==> src/rtl/out_signature_misr_pkg.sv <==
// Shared types and the MISR step function for the output-signature checker.
package sig_pkg;

    typedef enum logic [1:0] {
        WARMUP  = 2'd0,
        CAPTURE = 2'd1,
        DONE    = 2'd2
    } state_t;

    localparam logic [31:0] DEFAULT_POLY = 32'h04C11DB7;
    localparam int          MAX_W        = 64;
    localparam int          IDXW         = $clog2(MAX_W);

    // One MISR step for a w-bit register held in the low bits of a MAX_W vector.
    function automatic logic [MAX_W-1:0] misr_next(input logic [MAX_W-1:0] sig,
                                                   input logic [MAX_W-1:0] in,
                                                   input logic [MAX_W-1:0] poly,
                                                   input int w);
        logic [MAX_W-1:0] mask;
        logic [MAX_W-1:0] fb;
        mask = (w >= MAX_W) ? '1 : ((MAX_W'(1) << w) - MAX_W'(1));
        fb   = sig[IDXW'(w - 1)] ? poly : '0;
        return (((sig << 1) & mask) ^ fb ^ in) & mask;
    endfunction

endpackage

==> src/rtl/out_signature_misr_misr_reg.sv <==
// Signature register: synchronous clear to SEED, one MISR step per enabled cycle.
module misr_reg
    import sig_pkg::*;
#(
    parameter int               WIDTH = 32,
    parameter logic [WIDTH-1:0] SEED  = '0,
    parameter logic [WIDTH-1:0] POLY  = WIDTH'(DEFAULT_POLY)
) (
    input  logic             clk_i,
    input  logic             clr_i,
    input  logic             en_i,
    input  logic [WIDTH-1:0] data_i,
    output logic [WIDTH-1:0] sig_o,
    output logic [WIDTH-1:0] sig_next_o
);

    logic [WIDTH-1:0] sig_q;
    logic [WIDTH-1:0] sig_d;

    assign sig_d = WIDTH'(misr_next(MAX_W'(sig_q), MAX_W'(data_i), MAX_W'(POLY), WIDTH));

    always_ff @(posedge clk_i) begin
        if (clr_i) begin
            sig_q <= SEED;
        end else if (en_i) begin
            sig_q <= sig_d;
        end
    end

    assign sig_o      = sig_q;
    assign sig_next_o = sig_d;

endmodule

==> src/rtl/out_signature_misr.sv <==
// Output-signature checker: skips pipeline fill, compacts WINDOW samples, then freezes
// with a registered pass/fail against EXPECTED.
module out_signature_misr
    import sig_pkg::*;
#(
    parameter int               WIDTH    = 32,
    parameter int               SKIP     = 2,
    parameter int               WINDOW   = 256,
    parameter logic [WIDTH-1:0] SEED     = '0,
    parameter logic [WIDTH-1:0] POLY     = WIDTH'(DEFAULT_POLY),
    parameter logic [WIDTH-1:0] EXPECTED = '0,
    localparam int              CNTW     = $clog2(((SKIP > WINDOW) ? SKIP : WINDOW) + 1) + 1
) (
    input  logic             clk,
    input  logic             rst,
    input  logic [WIDTH-1:0] in,
    input  logic             hold,
    output logic [WIDTH-1:0] signature,
    output logic [CNTW-1:0]  sample_cnt,
    output logic             busy,
    output logic             done,
    output logic             match
);

    localparam logic [CNTW-1:0] SKIP_C      = CNTW'(SKIP);
    localparam logic [CNTW-1:0] LAST_C      = CNTW'(WINDOW - 1);
    localparam state_t          RESET_STATE = (SKIP == 0) ? CAPTURE : WARMUP;

    state_t            state_q, state_d;
    logic [CNTW-1:0]   skip_q, skip_d;
    logic [CNTW-1:0]   cnt_q, cnt_d;
    logic              busy_q, busy_d;
    logic              done_q, done_d;
    logic              match_q, match_d;
    logic              sig_en;
    logic [WIDTH-1:0]  sig_next;

    misr_reg #(
        .WIDTH (WIDTH),
        .SEED  (SEED),
        .POLY  (POLY)
    ) u_misr (
        .clk_i      (clk),
        .clr_i      (rst),
        .en_i       (sig_en),
        .data_i     (in),
        .sig_o      (signature),
        .sig_next_o (sig_next)
    );

    always_ff @(posedge clk) begin
        if (rst) begin
            state_q <= RESET_STATE;
            skip_q  <= '0;
            cnt_q   <= '0;
            busy_q  <= 1'b1;
            done_q  <= 1'b0;
            match_q <= 1'b0;
        end else begin
            state_q <= state_d;
            skip_q  <= skip_d;
            cnt_q   <= cnt_d;
            busy_q  <= busy_d;
            done_q  <= done_d;
            match_q <= match_d;
        end
    end

    always_comb begin
        state_d = state_q;
        skip_d  = skip_q;
        cnt_d   = cnt_q;
        busy_d  = busy_q;
        done_d  = done_q;
        match_d = match_q;
        sig_en  = 1'b0;
        unique case (state_q)
            WARMUP: begin
                if (!hold) begin
                    skip_d = skip_q + 1'b1;
                    if (skip_d >= SKIP_C) begin
                        state_d = CAPTURE;
                    end
                end
            end
            CAPTURE: begin
                if (!hold) begin
                    sig_en = 1'b1;
                    cnt_d  = cnt_q + 1'b1;
                    // match is decided from the value the signature takes on this edge
                    if (cnt_q == LAST_C) begin
                        state_d = DONE;
                        done_d  = 1'b1;
                        busy_d  = 1'b0;
                        match_d = (sig_next == EXPECTED);
                    end
                end
            end
            DONE: begin
            end
            default: begin
                state_d = WARMUP;
                skip_d  = '0;
                cnt_d   = '0;
                busy_d  = 1'b1;
                done_d  = 1'b0;
                match_d = 1'b0;
            end
        endcase
    end

    assign sample_cnt = cnt_q;
    assign busy       = busy_q;
    assign done       = done_q;
    assign match      = match_q;

endmodule

==> config.mk <==
export PLATFORM = sky130hd
export DESIGN_NAME = out_signature_misr
export DESIGN_NICKNAME = d
export VERILOG_FILES = /design/src/rtl/out_signature_misr_pkg.sv /design/src/rtl/out_signature_misr_misr_reg.sv /design/src/rtl/out_signature_misr.sv
export SDC_FILE = /design/constraint.sdc
export NUM_CORES = 1
export LEC_CHECK = 0
export CELL_PAD_IN_SITES_DETAIL_PLACEMENT = 2
export CELL_PAD_IN_SITES_GLOBAL_PLACEMENT = 2
export CORE_MARGIN = 2
export CORE_UTILIZATION = 30
export DETAILED_ROUTE_END_ITERATION = 10
export HOLD_SLACK_MARGIN = 0.06
export PLACE_DENSITY_LB_ADDON = 0.05
export SYNTH_ARGS = -nofsm -noshare
export SYNTH_HDL_FRONTEND = slang
export SYNTH_SLANG_ARGS = --single-unit
==> constraint.sdc <==
create_clock -name clk -period 5.6 [get_ports clk]
set_input_delay 0.56 -clock clk [delete_from_list [all_inputs] [get_ports clk]]
set_output_delay 0.56 -clock clk [all_outputs]
set_load 0.05 [all_outputs]
==> reports/metrics.yaml <==
layout:
  syn2layout_area_growth_pct: 36.00
  nFillCells: 1130
  layout.nets: 482
  design_area_mm2: 0.004060
  final_common_cell: "clkdlybuf4s50_1"
  layout_common_cells: "78 x clkdlybuf4s50_1, 57 x dfxtp_1, 53 x nand2_1"
  drive_gt1_frac: 0.06054
  antennaDiodeCount: 0
synth:
  netlist.area_leader.share: 0.3822
  synthSimpleGateAreaFrac: 0.2548
  synth_compound_area_frac: 0.1241
  yosysWarnings: 0
  synth_adder_area_share: 0.02515
  synthMuxAreaShare: 0.01886
  synth_cell_types: 41
  synth-xor-area-share: 0.1614
  synthArstFlopShare: 0
  synth_area_per_cell_um2: 8.025
  syn-num-nets: 413
  synth_area_mm2: 0.002985
  netlist_top_cells_area: "dfxtp_1 38%, xor2_1 10%, nand2_1 6.7%"
  synth_top_family_by_area: "simple AND/OR/NAND/NOR gates"
  synth-edff-count: 0
  netlist_instances: 372
  ys_seq_area_frac: 0.3822
  dominantRegCellSynth: "dfxtp_1"
  yosys.area.top_type: "dfxtp_1"
  ys_seq_elements: 57
route:
  wire_per_inst_um: 16.48
  vias: 2843
  drt-initial-drc-count: 81
  postRouteAntennaNets: 0
  avgViaCountPerCell: 4.910
  drc: 0
  drt_wl_total_um: 9544
  drt_pass1_iterations: 4
timing:
  hold_viol: 0
  slew_viol_final: 0
  tightest_slew_ns: 1.012
  fmax_mhz: 408.1
  final.setup_skew_ns: 0.005079
  final.setup.tns_ns: 0
  maxSlewHeadroom: 0.3236
  setup_viol: 0
  hold_slack_ns: 0.4826
  min_period_ns: 2.450
  rsz0062_at_grt: "false"
  period_share: 0.4376
floorplanning:
  coreArea_mm2: 0.009729
  num_rows: 36
  io-pin-count: 80
  start_util: 0.3068
  die_h_um: 103.8
  die_area_mm2: 0.01077
  die_x_um: 103.8
worst_setup_path:
  crit_chain: "clkdlybuf4s50_1, or3_1, or4_1, a211o_1, nor2b_1, nand2_1, o21ai_0"
  startpoint_type: "input port"
  critPathCaptureType: "flop"
  cpPeakStageDelay_ns: 0.59
  cp_max_fo: 7
  criticalPathCategory: "input port to flop"
  cp.required_ns: 5.83
  r2r.worst_path.cells: 6
  cp.arrival_ns: 2.68
  cp_slowest_cell: "clkdlybuf4s50_1"
placement:
  port_buffers: 79
  finalWeightedCongestion: 0.7370
  placed_area_mm2: 0.003867
  dp_hpwl_um: 6915
clocking:
  clockBufferDepth: 2
  cts_sinks: 57
  cts.clk_slew.worst_paths_ns: 0.07
  cts_buffers: 9
  htree_levels: 3
  cts_root_buffer: "clkbuf_8"
  cts_setup_buffers: 0
  ctsResizeCount: 0
  clock_latency_ns: 0.34
  cts_tree: "yes"
  hold_buffers: 0
pwr:
  switchingPower_w: 0.0007296
  combPwrFrac: 0.459
  seqPwrFrac: 0.314
  power.share.clock: 0.227
  power_density_mw_per_mm2: 412.3
  p_int_w: 0.0009442
  vdd_drop_max_v: 0.0001740
  swShare: 0.4359
  p_leak_nw: 1.453
min_path:
  holdPathStages: 2
  min_path_type: "flop to flop"
global_routing:
  grt_pass1_wl_um: 15840
  grt_pass1_vias: 3049
  grt_max_degree: 48
  grt_overflow_total: 0
  antenna_found_initial: 0
  grt_usage: 0.1843
run:
  cap_violations: 0
status:
  status: "finished clean"
[cell usage after synthesis (2+ instances only)]
master,instances
nand3_1,7
a211o_1,2
nor3_1,17
nand2b_1,3
a211oi_1,12
or3_1,4
or2_2,2
nor4_1,4
o21a_1,2
xnor2_1,21
a21oi_1,25
inv_1,4
a21o_1,4
nand2_1,53
ha_1,6
o211ai_1,2
dfxtp_1,57
o21ai_0,6
mux2i_1,3
nand4_1,12
nor2_1,51
nand3b_1,3
clkbuf_1,19
xor2_1,34
nor2b_1,3
[power by group through the flow]
stage	sequential, W	combinational (W)	clock, W
floorplan	0.000677	0.000389	0
global placement	0.000530	0.000758	0
detailed placement	0.000536	0.000776	0
CTS	0.000528	0.000783	0.000395
global route	0.000536	0.000848	0.000412
finish	0.000526	0.000768	0.000380
[worst max-delay path, delay by kind of cell]
kind | cells | cell delay [ns]
simple gates | 4 | 1.09
buf+inv | 1 | 0.59
compound gates | 2 | 0.44
[area by class of cell]
type                       instances  area [µm²]  share of cell area
clock buffer                      14       182.7             0.04499
clock inverter                     2       10.01            0.002465
inverter                           4       15.01            0.003698
multi-input combinational        289        1752              0.4314
sequential                        57        1141              0.2810
tap                              133       166.4             0.04099
timing repair buffer              80       793.3              0.1954
[final timing paths]
path | endpoint | slack (ns) | from
max | match | 3.15 | hold
min reg2reg | u_misr.sig_o[16] | 0.48 | u_misr.sig_o[16]
max reg2reg | skip_q[9] | 3.18 | state_q[0]
min | u_misr.sig_o[16] | 0.48 | u_misr.sig_o[16]
[state kept, by name, summed over array words and instances (netlist names)]
register,count
busy,1
done,1
match,1
sample_cnt,10
skip_q,10
state_q,2
u_misr.sig_o,32
[per-layer routing]
layer	part of all wire	up-vias	global-route usage	wire length, µm
met2	0.47	57	0.2956	4512
met1	0.48	1377	0.2459	4605
li1	-	1399	-	-
met3	0.034	10	0.04657	321
met5	0	-	0	0
met4	0.011	0	0.05212	105
[cells by family after synthesis]
kind of cell | count (synthesis)
and+or+nand+nor | 165
AOI/OAI and AO/OA | 58
DFF | 57
xor gates and xnor gates | 55
buffers and inverters | 26
adders and majority gates | 6
muxes | 5
[metrics by stage]
stage	std cells	worst slack [ns]	power (W)	util
floorplan	372	3.302	0.001067	-
global placement	563	2.861	0.001288	0.3975
detailed placement	563	2.782	0.001312	0.3975
CTS	579	3.119	0.001705	0.4173
global route	579	2.897	0.001796	0.4173
finish	579	3.150	0.001674	0.4173
No activity file was read; power rests on OpenSTA's default activity.
